**src/rtl/la_stdlib_pkg.sv**
```systemverilog
// rtl/la_stdlib_pkg.sv - shared arbiter state encoding and width helper
package la_stdlib_pkg;

    localparam logic LA_ARB_IDLE  = 1'b0;
    localparam logic LA_ARB_GRANT = 1'b1;

    function automatic int la_clog2(input int value);
        int r;
        r = 0;
        for (int i = 0; i < 32; i++) begin
            if ((1 << i) < value) begin
                r = i + 1;
            end
        end
        return r;
    endfunction

endpackage

```
**src/rtl/la_rrarb_pick.sv**
```systemverilog
// rtl/la_rrarb_pick.sv - combinational round-robin winner select
// Rotates req so ptr lands at bit 0, takes the lowest set bit, rotates the index back.
module la_rrarb_pick
    import la_stdlib_pkg::*;
#(
    parameter int N = 4,
    parameter int W = la_clog2(N)
) (
    input  logic [N-1:0] req,
    input  logic [W-1:0] ptr,
    output logic [N-1:0] win,
    output logic [W-1:0] win_id,
    output logic         win_any
);

    logic [2*N-1:0] dbl;
    logic [N-1:0]   rot;
    logic [W-1:0]   off;
    int             sum;

    always_comb begin
        dbl     = {req, req} >> ptr;
        rot     = dbl[N-1:0];
        off     = '0;
        win_any = 1'b0;
        for (int i = N - 1; i >= 0; i--) begin
            if (rot[i]) begin
                off     = W'(i);
                win_any = 1'b1;
            end
        end
        sum = int'(ptr) + int'(off);
        if (sum >= N) begin
            sum = sum - N;
        end
        win_id = W'(sum);
        win    = '0;
        if (win_any) begin
            win[win_id] = 1'b1;
        end
    end

endmodule

```
**src/rtl/la_rrarb.sv**
```systemverilog
// rtl/la_rrarb.sv - registered round-robin arbiter with rotating priority pointer
// Optional grant hold up to MAXHOLD cycles when LA_RRARB_HOLD_EN is defined.
module la_rrarb
    import la_stdlib_pkg::*;
#(
    parameter int    N       = 4,
    parameter int    MAXHOLD = 8,
    parameter string PROP    = "DEFAULT"
) (
    input  logic                 clk,
    input  logic                 nreset,
    input  logic                 en,
    input  logic [N-1:0]         req,
    output logic [N-1:0]         grant,
    output logic                 grant_valid,
    output logic [$clog2(N)-1:0] grant_id
);

    localparam int W = la_clog2(N);

    logic         state_q;
    logic         state_d;
    logic [W-1:0] ptr_q;
    logic [W-1:0] ptr_d;
    logic [N-1:0] grant_d;
    logic [W-1:0] id_d;
    logic [N-1:0] win;
    logic [W-1:0] win_id;
    logic         win_any;
    logic         hold_ok;
    logic         hold;

    // PROP only steers technology mapping; degenerate settings add nothing here.
    if (PROP == "" || MAXHOLD < 1 || N < 2) begin : g_cfg_ref
    end

    la_rrarb_pick #(
        .N(N),
        .W(W)
    ) u_pick (
        .req    (req),
        .ptr    (ptr_q),
        .win    (win),
        .win_id (win_id),
        .win_any(win_any)
    );

`ifdef LA_RRARB_HOLD_EN
    logic [7:0] cnt_q;
    logic [7:0] cnt_d;

    assign hold_ok = en && req[grant_id] && (cnt_q < 8'(MAXHOLD));

    // Counter holds the number of cycles the current grant has been visible.
    always_comb begin
        cnt_d = 8'd0;
        if (hold) begin
            cnt_d = cnt_q + 8'd1;
        end else if (en && win_any) begin
            cnt_d = 8'd1;
        end
    end

    always_ff @(posedge clk or negedge nreset) begin
        if (!nreset) begin
            cnt_q <= 8'd0;
        end else begin
            cnt_q <= cnt_d;
        end
    end
`else
    assign hold_ok = 1'b0;
`endif

    assign hold = (state_q == LA_ARB_GRANT) && hold_ok;

    always_ff @(posedge clk or negedge nreset) begin
        if (!nreset) begin
            state_q     <= LA_ARB_IDLE;
            ptr_q       <= '0;
            grant       <= '0;
            grant_valid <= 1'b0;
            grant_id    <= '0;
        end else begin
            state_q     <= state_d;
            ptr_q       <= ptr_d;
            grant       <= grant_d;
            grant_valid <= |grant_d;
            grant_id    <= id_d;
        end
    end

    always_comb begin
        state_d = LA_ARB_IDLE;
        if (hold || (en && win_any)) begin
            state_d = LA_ARB_GRANT;
        end
    end

    // Pointer moves only when a fresh grant is issued, never while holding.
    always_comb begin
        grant_d = '0;
        id_d    = '0;
        ptr_d   = ptr_q;
        if (hold) begin
            grant_d = grant;
            id_d    = grant_id;
        end else if (en && win_any) begin
            grant_d = win;
            id_d    = win_id;
            ptr_d   = (win_id == W'(N - 1)) ? '0 : win_id + W'(1);
        end
    end

endmodule

```
**config.mk**
```make
export PLATFORM = sky130hd
export DESIGN_NAME = la_rrarb
export DESIGN_NICKNAME = d
export VERILOG_FILES = /design/src/rtl/la_stdlib_pkg.sv /design/src/rtl/la_rrarb_pick.sv /design/src/rtl/la_rrarb.sv
export SDC_FILE = /design/constraint.sdc
export NUM_CORES = 1
export LEC_CHECK = 0
export ABC_AREA = 1
export ABC_CLOCK_PERIOD_IN_PS = 5700
export CAP_MARGIN = 10
export CORE_UTILIZATION = 25
export CTS_BUF_LIST = sky130_fd_sc_hd__clkbuf_4 sky130_fd_sc_hd__clkbuf_8 sky130_fd_sc_hd__clkbuf_16
export CTS_CLUSTER_DIAMETER = 100
export DETAILED_ROUTE_END_ITERATION = 8
export PLACE_DENSITY = 0.45
export SYNTH_ARGS = -nofsm -noshare
export SYNTH_HDL_FRONTEND = slang
export SYNTH_SLANG_ARGS = --single-unit
```
**constraint.sdc**
```tcl
create_clock -name clk -period 5.7 [get_ports clk]
set_input_delay 1.425 -clock clk [delete_from_list [all_inputs] [get_ports clk]]
set_output_delay 1.425 -clock clk [all_outputs]
set_load 0.1 [all_outputs]
```
==> impl_metrics.ini <==
[synthesis]
yosysTopAreaCell = nand2_1
synth_area_um2 = 5720
yosys_warnings = 0
synth-edff-count = 0
async_flop_share_pct = 100
synth_cell_types = 43
synth_common_cells = 348 x nand2_1, 128 x nor2_1, 125 x inv_1
yosys-top-cells-area = nand2_1 23%, dfrtp_1 17%, nand3_1 9.5%, nor2_1 8.4%, inv_1 8.2%
ys.flop_type = dfrtp_1
avgSynthCellArea_um2 = 5.69
synth-seq-cells = 39
seq_area_frac_synth_pct = 17.1
syn-instance-count = 1006
synth_top_area_share_pct = 22.8
syn_nets = 1022
synth_most_common_cell = nand2_1

[pwr]
p_leak_nw = 4.84
p_int_uw = 446
combPwrFrac_pct = 1.6
power_density_nw_per_um2 = 63.9
p_seq_share_pct = 48.0
ir_worst_vdd_uv = 98.4
p_sw_share_pct = 22.7
power.switching_uw = 131
clockPowerShare_pct = 50.3

[min_path]
hp-class = reg -> reg

[detailed_routing]
via_count = 7427
wl_per_cell_um = 15.6
drc = 0
first_pass_iters = 5
routed_wl_mm = 24.8
antenna_left = 0
drtIter0Drc = 562
vias_per_cell = 4.69

[setup_path]
cp.arrival_ns = 5.67
cpMaxStageDelayCell = fa_2
critical_path_buf_inv_count = 5
critical_path.most_common_cell = nand2_2
path_delay_family = simple AND/OR/NAND/NOR gates
critPathMaxStageDelay_ns = 0.28
critPathRequiredTime_ns = 5.88
critPathKind = in -> reg
critPathLaunchType = primary input
crit_path_end_kind = flip-flop
worst-path-max-fanout = 5

[global_route]
grtUsageTotal_pct = 20.9
grt_overflow = 0
grt_pass1_vias = 6835
grt_pass1_wl_mm = 37.3
grt_max_degree = 40
grt_antenna_before_repair = 1

[clocking]
max-clock-path-buffers = 2
htreeDepth = 2
cts_sinks = 39
cts.hold.buffers_added = 0
clk-insertion-delay-late_ns = 0.30
root_buffer = clkbuf_16
clkTransAtPathRegs_ns = 0.07
cts_tree = done
cts_made_buffers = 5

[placed_design]
dp_hpwl_mm = 20.4
io_buffers = 13
dp.cells = 1533
place.gp.congestion = 0.920

[finish]
stdcell_count = 1585
drive_gt1_share_pct = 39.7
final_util_pct = 40.8
area_growth_pct = 57.6
diodes = 0
layout.nets = 1320

[timing]
setup_tns_ns = 0
period_share_pct = 96.2
slew_violations = 0
max-slew-margin-rel_pct = 31.8
fin_skew_ns = 0.0118
period_minus_slack_ns = 5.49
hold_viol = 0
setup_viol = 0
fmax_mhz = 182
max_slew.worst_pin.slew_ns = 1.02

[floorplanning]
die-width_um = 153
initial_utilization_pct = 25.9
core_area_um2 = 22100
ios = 14
fp-row-count = 54
die_area_um2 = 23500
dieHeight_um = 153

[flow_run]
maxCapViolations = 0

[outcome]
status = finished, final reports clean
repair_timing:
item	CTS	global route
pin swaps	38	45
cloned	1	1
setup buffers	23	19
endpoints found under the setup margin	35	35
resized for setup	80	90
through the flow:
step / area [um2] / worst slack, ns / hold WS, ns / power [mW]
after detailed placement: 7960 / -0.860 / 0.502 / 0.293
after global placement: 7960 / -0.879 / 0.496 / 0.293
after floorplan: 5720 / 0.347 / 0.460 / 0.282
after CTS: 8550 / 0.0853 / 0.515 / 0.587
after global routing: 9010 / -0.0596 / 0.544 / 0.592
final: 9010 / 0.214 / 0.512 / 0.576
metal layers:
metal,wire (um),track usage [%]
met2,10800,32.1
met5,9,0
met3,1170,1.70
met4,690,7.41
met1,12100,30.3
worst reg2reg max path, delay by kind of cell (launching register included):
kind | cells | cell delay, ns
AO/OA/AOI/OAI | 3 | 0.47
adder cells (fa/ha/maj) | 2 | 0.51
buffers and inverters | 7 | 0.88
flip-flops | 1 | 0.40
AND/OR/NAND/NOR | 28 | 3.04
power groups by stage:
stage          Combinational (mW)  Sequential (mW)  Clock, mW
2_1_floorplan            0.000194            0.282          0
3_3_place_gp               0.0107            0.282          0
3_5_place_dp               0.0108            0.282          0
4_1_cts                    0.0102            0.277      0.300
5_1_grt                    0.0108            0.277      0.304
6_report                  0.00945            0.277      0.290
final timing paths:
kind / cells after the start / start / end / slack, ns
min: 2 / ptr_q[4] / ptr_q[4] / 0.51
max reg2reg: 40 / ptr_q[31] / ptr_q[26] / 0.29
max: 34 / req[0] / ptr_q[26] / 0.21
max in group asynchronous: 1 / nreset / ptr_q[5] / 3.76
min in group asynchronous: 1 / nreset / ptr_q[23] / 1.31
min reg2reg: 2 / ptr_q[4] / ptr_q[4] / 0.51
placed cells by master, fill, tap and decap left out, drive strengths merged, types with 2 or more instances in the layout:
master,instances
buf,290
clkdlybuf4s50,8
clkinv,5
nand2,384
a31oi,2
nor2,160
nand3,115
a21oi,6
nand3b,10
o21ai,47
o211ai,2
or2,2
xor2,27
nor3,18
dlygate4sd2,3
nand4,30
ha,8
inv,134
clkbuf,7
dfrtp,39
flip-flops by register name, summed over array words and instances, names as in the netlist:
register / count
ptr_q: 32
grant_valid: 1
grant: 4
grant_id: 2
cell families after synthesis:
family                     share of synthesized area, %
AOI/OAI and AO/OA                                  6.24
xor gates and xnor gates                           4.40
adders and majority gates                          2.10
buffers and inverters                              11.0
DFF                                                17.1
and+or+nand+nor                                    59.2
final cells by class:
cell class                      count  area (um2)
Fill cell                        2324       13100
Multi-Input combinational cell    818        4670
Timing Repair Buffer              302        2360
Sequential cell                    39         976
Inverter                          138         518
Tap cell                          280         350
Clock buffer                        6         133
Clock inverter                      2        12.5
Note: power is estimated with default switching activity, not from simulation.
